**src/rtl/inv_subbytes_seq.sv**
```systemverilog
// Inverse SubBytes over a 128-bit AES state, time-multiplexed onto LANES external
// inverse S-box lookups; the state is consumed LANES bytes per beat over BEATS beats.
module inv_subbytes_seq #(
    parameter int LANES = 4
) (
    input  logic                 clk,
    input  logic                 reset,
    input  logic                 in_valid,
    output logic                 in_ready,
    input  logic [127:0]         state_in,
    output logic [8*LANES-1:0]   sbox_in,
    input  logic [8*LANES-1:0]   sbox_out,
    output logic                 out_valid,
    input  logic                 out_ready,
    output logic [127:0]         state_out,
    output logic                 busy
);

    localparam int BEATS  = 16 / LANES;
    localparam int BEAT_W = (BEATS > 1) ? $clog2(BEATS) : 1;
    localparam logic [BEAT_W-1:0] LAST_BEAT = BEAT_W'(BEATS - 1);

    typedef enum logic [1:0] {
        IDLE = 2'd0,
        RUN  = 2'd1,
        DONE = 2'd2
    } state_t;

    state_t              state_q;
    logic [BEAT_W-1:0]   beat_q;
    logic [127:0]        src_q;
    logic [127:0]        res_q;
    logic [127:0]        res_d;
    logic                out_valid_q;
    logic                busy_q;

    // Gated by reset so the upstream never sees a ready while the block is held.
    assign in_ready  = (state_q == IDLE) && !reset;
    assign out_valid = out_valid_q;
    assign busy      = busy_q;
    assign state_out = res_q;

    // Lane j of beat b reads source byte b*LANES+j; decoded from flops only.
    always_comb begin
        sbox_in = '0;
        if (state_q == RUN) begin
            for (int b = 0; b < BEATS; b++) begin
                if (beat_q == BEAT_W'(b)) begin
                    for (int j = 0; j < LANES; j++) begin
                        sbox_in[8*LANES-1-8*j -: 8] = src_q[127-8*(b*LANES+j) -: 8];
                    end
                end
            end
        end
    end

    // Byte i of the result lands in beat i/LANES from lane i%LANES.
    always_comb begin
        res_d = res_q;
        for (int i = 0; i < 16; i++) begin
            if (beat_q == BEAT_W'(i / LANES)) begin
                res_d[127-8*i -: 8] = sbox_out[8*LANES-1-8*(i % LANES) -: 8];
            end
        end
    end

    always_ff @(posedge clk or posedge reset) begin
        if (reset) begin
            state_q     <= IDLE;
            beat_q      <= '0;
            src_q       <= '0;
            res_q       <= '0;
            out_valid_q <= 1'b0;
            busy_q      <= 1'b0;
        end else begin
            case (state_q)
                IDLE: begin
                    if (in_valid) begin
                        src_q   <= state_in;
                        beat_q  <= '0;
                        state_q <= RUN;
                        busy_q  <= 1'b1;
                    end
                end
                RUN: begin
                    res_q <= res_d;
                    if (beat_q == LAST_BEAT) begin
                        beat_q      <= '0;
                        state_q     <= DONE;
                        out_valid_q <= 1'b1;
                    end else begin
                        beat_q <= beat_q + BEAT_W'(1);
                    end
                end
                DONE: begin
                    // New input waits until the current result has been taken.
                    if (out_ready) begin
                        state_q     <= IDLE;
                        out_valid_q <= 1'b0;
                        busy_q      <= 1'b0;
                    end
                end
                default: begin
                    state_q     <= IDLE;
                    out_valid_q <= 1'b0;
                    busy_q      <= 1'b0;
                end
            endcase
        end
    end

endmodule

```
**config.mk**
```make
export PLATFORM = sky130hd
export DESIGN_NAME = inv_subbytes_seq
export DESIGN_NICKNAME = d
export VERILOG_FILES = /design/src/rtl/inv_subbytes_seq.sv
export SDC_FILE = /design/constraint.sdc
export NUM_CORES = 1
export LEC_CHECK = 0
export ABC_AREA = 1
export BUFFER_PORTS_ARGS = -buffer_cell sky130_fd_sc_hd__buf_2
export CORE_ASPECT_RATIO = 1.25
export CORE_UTILIZATION = 49
export DETAILED_ROUTE_END_ITERATION = 7
export PLACE_DENSITY = 0.76
export SYNTH_ARGS = -nofsm -noshare
export SYNTH_HDL_FRONTEND = slang
export SYNTH_SLANG_ARGS = --single-unit
```
**constraint.sdc**
```tcl
create_clock -name clk -period 17.9 [get_ports clk]
set_input_delay 0.895 -clock clk [delete_from_list [all_inputs] [get_ports clk]]
set_output_delay 0.895 -clock clk [all_outputs]
set_load 0.02 [all_outputs]
```
==> results.sh, run 1 <==
export IMPL_clock_latency_ns=0.52
export IMPL_start_util_pct=50.2
export IMPL_cts_clk_slew_worst_paths_ns=0.06
export IMPL_report_final_slew_viol_count=0
export IMPL_finish_utilization_pct=61.5
export IMPL_grt_max_degree=106
export IMPL_die_y_um=171
export IMPL_gp_congestion=0.868
export IMPL_synth_largest_area_cell="dfrtp_1"
export IMPL_grt_pass1_vias=9285
export IMPL_htreeDepth=1
export IMPL_dieArea_um2=23500
export IMPL_ys_warn_count=0
export IMPL_synthDistinctLibCells=24
export IMPL_start_kind="flop"
export IMPL_skew_ns=0.00926
export IMPL_yosys_area_top_type_share_pct=58.4
export IMPL_grt_usage_pct=25.8
export IMPL_core_area_um2=22400
export IMPL_die_x_um=137
export IMPL_mostFrequentLayoutCells="nand2_1 (521), buf_2 (325), dfrtp_1 (262)"
export IMPL_synth_area_um2=11200
export IMPL_ant_nets=0
export IMPL_power_density_nw_per_um2=212
export IMPL_dr_pass1_iters=5
export IMPL_wl_per_cell_um=16.2
export IMPL_route_detailed_drc=0
export IMPL_ctsResizeCount=0
export IMPL_cp_max_fo=67
export IMPL_finalSetupViolCount=0
export IMPL_holdWs_ns=0.470
export IMPL_crit_path_cell_trace="inv_2 -> nor2_8 -> nand2_4 -> inv_2 -> nand2_1 -> nand2_1 -> buf_2"
export IMPL_syn_to_final_growth_pct=22.5
export IMPL_cp_num_buf_inv=3
export IMPL_irDropWorstVdd_v=0.000127
export IMPL_netlist_instances=1319
export IMPL_io_buffer_count=326
export IMPL_drt_total_wl_um=30600
export IMPL_fin_total_pwr_mw=2.91
export IMPL_fmax_mhz=268
export IMPL_worstMarginPinSlew_ns=1.14
export IMPL_layout_commonest_cell="nand2_1"
export IMPL_ys_seq_area_share_pct=58.4
export IMPL_cts_tree="yes"
export IMPL_antenna_found_initial=7
export IMPL_crit_type="reg -> out"
export IMPL_dp_final_hpwl_um=20300
export IMPL_numCtsBuffers=27
export IMPL_synth_fp_nets=1487
export IMPL_totalNegativeSetupSlack_ns=0
export IMPL_cts_hold_buf=0
export IMPL_grt_first_pass_wirelength_um=47600
export IMPL_leakagePower_nw=7.72
export IMPL_cp_top_family="buffers and inverters"
export IMPL_rows=61
export IMPL_max_slew_margin_rel_pct=23.7
export IMPL_rsz0062_at_grt="false"
export IMPL_cts_buffer_depth=3
export IMPL_avgViaCountPerCell=5.23
export IMPL_yosys_top_cells_area="dfrtp_1 (58%), nand2_1 (17%), nand3_1 (7.3%)"
export IMPL_slowest_delay_ns=0.66
export IMPL_first_iter_violations=650
export IMPL_vias=9912
export IMPL_root_buffer="clkbuf_16"
export IMPL_avgSynthCellArea_um2=8.51
export IMPL_hold_viol_final=0
export IMPL_gr_total_overflow=0
export IMPL_worstPathArrival_ns=2.84
export IMPL_clkSinkCount=262
export IMPL_cts_setup_buffers=0
export IMPL_post_route_period_util_pct=20.9
export IMPL_cp_slowest_cell="inv_2"
export IMPL_status="completed"
export IMPL_worstPathRequired_ns=17.01
export IMPL_cap_violations=0
export IMPL_hold_class="reg -> reg"
export IMPL_io_pins=327
export IMPL_end_kind="primary output"
export IMPL_synth_seq_cells=262
export IMPL_finalCriticalPeriod_ns=3.73
export IMPL_layout_drive_gt1_share_pct=25.0
export IMPL_nets=1758
-- stage by stage --
stage,instance area (um2),std cells,setup slack (ns)
3_5_place_dp,12800,1844,14.71
5_1_grt,13700,1895,13.88
6_report,13700,1895,14.17
3_3_place_gp,12800,1844,14.78
4_1_cts,13700,1892,14.14
2_1_floorplan,11200,1319,9.79
-- cells in the mapped netlist --
library cell and number:
a21oi_1 32, buf_1 4, buf_2 42, buf_4 12, buf_6 5, clkbuf_1 27
clkbuf_2 2, dfrtp_1 262, ha_1 4, inv_1 39, inv_2 2, nand2_1 521
nand2_2 1, nand2_4 4, nand3_1 164, nand3_2 1, nor2_1 64, nor2_2 1
nor2_8 1, nor3_1 1, o21ai_0 89, o21ai_1 26, o21ai_2 14, o31ai_1 1
-- state kept, by name (all words and copies together), names as in the netlist --
register / flops
state_q: 2
out_valid: 1
busy: 1
beat_q: 2
src_q: 128
state_out: 128
-- report_power, final --
part	switching (mW)	total (mW)	internal, mW
registers	0.164	1.05	0.884
logic	0.884	1.27	0.388
clock network	0.231	0.590	0.359
-- logic make-up after synthesis --
| group | synth area share (%) |
|---|---|
| compound gates | 7.72 |
| fa+ha+maj | 0.446 |
| buf+inv | 5.68 |
| flops | 58.4 |
| simple gates | 27.7 |
-- path summary, 6_finish.rpt --
check	startpoint	end	slack, ns	cells after the start
setup / recovery	state_q[0]$_DFFE_PP0P_	sbox_in[15]	14.17	7
hold / removal	src_q[64]$_DFFE_PP0P_	src_q[64]$_DFFE_PP0P_	0.47	2
setup reg to reg	state_q[0]$_DFFE_PP0P_	src_q[83]$_DFFE_PP0P_	15.38	5
hold reg to reg	src_q[64]$_DFFE_PP0P_	src_q[64]$_DFFE_PP0P_	0.47	2
max in group asynchronous	reset	state_out[62]$_DFFE_PP0P_	15.87	3
min in group asynchronous	reset	state_out[1]$_DFFE_PP0P_	0.53	2
-- final cells by class --
type                            instances  area [um2]
Fill cell                            1965        8620
Antenna cell                            3        7.51
Timing Repair Buffer                  334        1690
Multi-Input combinational cell        924        4040
Inverter                               41         161
Clock buffer                           37         773
Tap cell                              283         354
Sequential cell                       262        6560
Clock inverter                         11         165
-- per-layer routing --
metal	global-route usage (%)	vias to the layer above	share of wire (%)
li1	-	4750	-
met1	32.1	4707	40
met2	43.2	379	48
met3	6.42	70	8.5
met4	9.94	6	3.3
met5	0	-	0.11
-- tightest hold or removal path, cell delays in order, from the launching register on --
cell and delay, ns:
dfrtp_1 0.34, nand2_1 0.05, nand2_1 0.04
No activity file was read; power rests on OpenSTA's default activity.
==> run 2: changes to the inputs <==
Settings changed: ABC_AREA 1 to 0, PLACE_DENSITY 0.76 to 0.77.
Clock period 17.9 ns to 3.7 ns, I/O delays scaled along.
==> run 2 against run 1 <==
Sequential share of layout area is 4.6 points lower; power grew to 5.0 times the previous value; area after synthesis is 3.2% lower; sequential power grew to 4.9 times the previous value; count of clock-buffer cells in the layout is 3 higher; sequential cell count stayed put; clock power grew to 4.6 times the previous value; combinational power grew to 5.2 times the previous value; via count is 19% lower; critical path type unchanged.
==> results.sh, run 2 <==
export IMPL_rows=60
export IMPL_power_share_clock_pct=18.7
export IMPL_cts_setup_buffers=0
export IMPL_synth_fp_nets=864
export IMPL_io_pins=327
export IMPL_synth_commonest_cells="dfrtp_1 (262), mux2_2 (239), a32o_1 (32), nand2b_1 (32), a221o_1 (31)"
export IMPL_cts_buffer_depth=3
export IMPL_crit_type="reg -> out"
export IMPL_hold_class="in -> async"
export IMPL_cts_hold_buf=163
export IMPL_worstMarginPinSlew_ns=1.02
export IMPL_synth_area_um2=10900
export IMPL_cp_max_fo=18
export IMPL_avgViaCountPerCell=5.46
export IMPL_placedCellCount=1262
export IMPL_start_util_pct=50.2
export IMPL_worstPathRequired_ns=3.51
export IMPL_finalSetupViolCount=0
export IMPL_grt_pass1_vias=8873
export IMPL_gp_congestion=0.798
export IMPL_synth_largest_area_cell="dfrtp_1"
export IMPL_dp_final_hpwl_um=17000
export IMPL_htreeDepth=1
export IMPL_holdWs_ns=0.413
export IMPL_dieArea_um2=22800
export IMPL_synth_seq_cells=262
export IMPL_core_area_um2=21600
export IMPL_dr_pass1_iters=4
export IMPL_p_switching_mw=5.39
export IMPL_die_y_um=168
export IMPL_die_x_um=135
export IMPL_status="completed"
export IMPL_totalNegativeSetupSlack_ns=0
export IMPL_post_synth_top_count_cell="dfrtp_1"
export IMPL_report_final_slew_viol_count=0
export IMPL_start_kind="flop"
export IMPL_finish_utilization_pct=70.4
export IMPL_final_cell_area_um2=15200
export IMPL_synth_edf_count=0
export IMPL_netlist_instances=696
export IMPL_irDropWorstVdd_v=0.000634
export IMPL_route_detailed_drc=0
export IMPL_numCtsBuffers=26
export IMPL_p_int_mw=9.13
export IMPL_cap_violations=0
export IMPL_post_route_period_util_pct=78.2
export IMPL_grt_usage_pct=26.1
export IMPL_cts_tree="yes"
export IMPL_clock_latency_ns=0.51
export IMPL_fmax_mhz=346
export IMPL_vias=8017
export IMPL_layout_drive_gt1_share_pct=54.0
export IMPL_antenna_found_initial=0
export IMPL_finalCriticalPeriod_ns=2.89
export IMPL_gr_total_overflow=0
export IMPL_synthArstFlopShare_pct=100
export IMPL_worstPathArrival_ns=2.71
export IMPL_syn_to_final_growth_pct=40.1
export IMPL_ys_seq_area_share_pct=60.4
export IMPL_leakagePower_nw=6.97
export IMPL_root_buffer="clkbuf_16"
export IMPL_p_seq_share_pct=35.7
export IMPL_instances_no_fill=1469
export IMPL_ctsResizeCount=0
export IMPL_seq_area_um2=6560
export IMPL_hold_viol_final=0
export IMPL_num_fill_cells=1399
export IMPL_dpl_cell_area_um2=12700
export IMPL_skew_ns=0.0106
export IMPL_mostFrequentLayoutCells="buf_2 (326), dfrtp_1 (262), mux2_2 (239)"
export IMPL_dp_slack_ns=1.35
export IMPL_wl_per_cell_um=20.0
export IMPL_drt_total_wl_um=29400
export IMPL_first_iter_violations=353
export IMPL_power_density_nw_per_um2=955
export IMPL_rsz0062_at_grt="false"
export IMPL_sw_frac_of_total_pct=37.1
export IMPL_yosys_top_cells_area="dfrtp_1 (60%), mux2_2 (25%), a32o_1 (3.0%)"
export IMPL_nets=1342
export IMPL_yosys_area_top_type_share_pct=60.4
export IMPL_pwr_share_comb_pct=45.6
export IMPL_grt_max_degree=153
export IMPL_max_slew_margin_rel_pct=31.5
export IMPL_synthDistinctLibCells=27
export IMPL_fin_ws_ns=0.807
export IMPL_end_kind="primary output"
export IMPL_clkSinkCount=262
export IMPL_ys_flop_type="dfrtp_1"
export IMPL_io_buffer_count=326
export IMPL_fin_total_pwr_mw=14.5
export IMPL_multi_input_area_um2=4010
export IMPL_ant_nets=0
export IMPL_avgSynthCellArea_um2=15.6
export IMPL_ys_warn_count=0
export IMPL_layout_commonest_cell="buf_2"
export IMPL_grt_first_pass_wirelength_um=46400
export IMPL_cts_clk_slew_worst_paths_ns=0.06
-- run 2: cell count changes after synthesis, moves of 34 or more --
cell,before,now
mux2_2,0,239
nor2_1,64,1
nand3_1,164,0
nand2_1,521,5
o21ai_0,89,3
inv_1,39,5
-- run 2: logic make-up (layout without fill, tap and decap cells) --
| group | Yosys count | count (layout) | synth area share (%) |
|---|---|---|---|
| other cells | 0 | 1 | 0 |
| simple gates | 46 | 46 | 2.65 |
| fa+ha+maj | 4 | 4 | 0.461 |
| flops | 262 | 262 | 60.4 |
| buf+inv | 55 | 548 | 2.87 |
| mux | 257 | 257 | 27.3 |
| compound gates | 72 | 72 | 6.34 |
-- run 2: layer usage --
layer	vias up	wire length [um]	track usage [%]	part of all wire, %
li1	3509	-	-	-
met2	384	15000	46.5	51
met4	0	1150	11.1	3.9
met1	4035	11200	29.9	38
met5	-	0	0	0
met3	89	2110	5.57	7.2
-- run 2: final timing paths --
path	start	end	slack [ns]	depth (start not counted)
setup / recovery	beat_q[0]$_DFFE_PP0P_	sbox_in[31]	0.81	7
hold / removal	reset	state_q[0]$_DFFE_PP0P_	0.41	4
setup reg to reg	state_q[0]$_DFFE_PP0P_	state_out[11]$_DFFE_PP0P_	1.63	3
hold reg to reg	state_out[99]$_DFFE_PP0P_	state_out[99]$_DFFE_PP0P_	0.50	1
max in group asynchronous	reset	src_q[102]$_DFFE_PP0P_	2.59	4
min in group clk	state_in[55]	src_q[55]$_DFFE_PP0P_	0.44	3
-- run 2: worst max-delay path: stages (launching register included) --
cell,delay [ns]
dfrtp_1,0.42
inv_1,0.09
ha_1,0.19
nor2b_2,0.55
buf_4,0.37
a221o_1,0.20
a32o_1,0.18
buf_2,0.18
-- run 2: power groups by stage --
| stage | combinational (mW) | sequential [mW] | clock, mW |
|---|---|---|---|
| finish | 6.62 | 5.19 | 2.72 |
| global route | 7.02 | 5.35 | 2.88 |
| CTS | 6.54 | 5.13 | 2.77 |
| detailed placement | 6.38 | 5.15 | 0 |
| global placement | 6.24 | 5.10 | 0 |
| floorplan | 3.74 | 5.90 | 0 |
-- run 2: layout make-up --
class	instances	share of cell area, %
flip-flops and latches	262	43.1
diodes	1	0.0164
inverters	5	0.148
clock inverters	3	0.452
clock buffers	40	5.42
well taps	279	2.29
multi-input cells	379	26.3
repair buffers	500	22.2
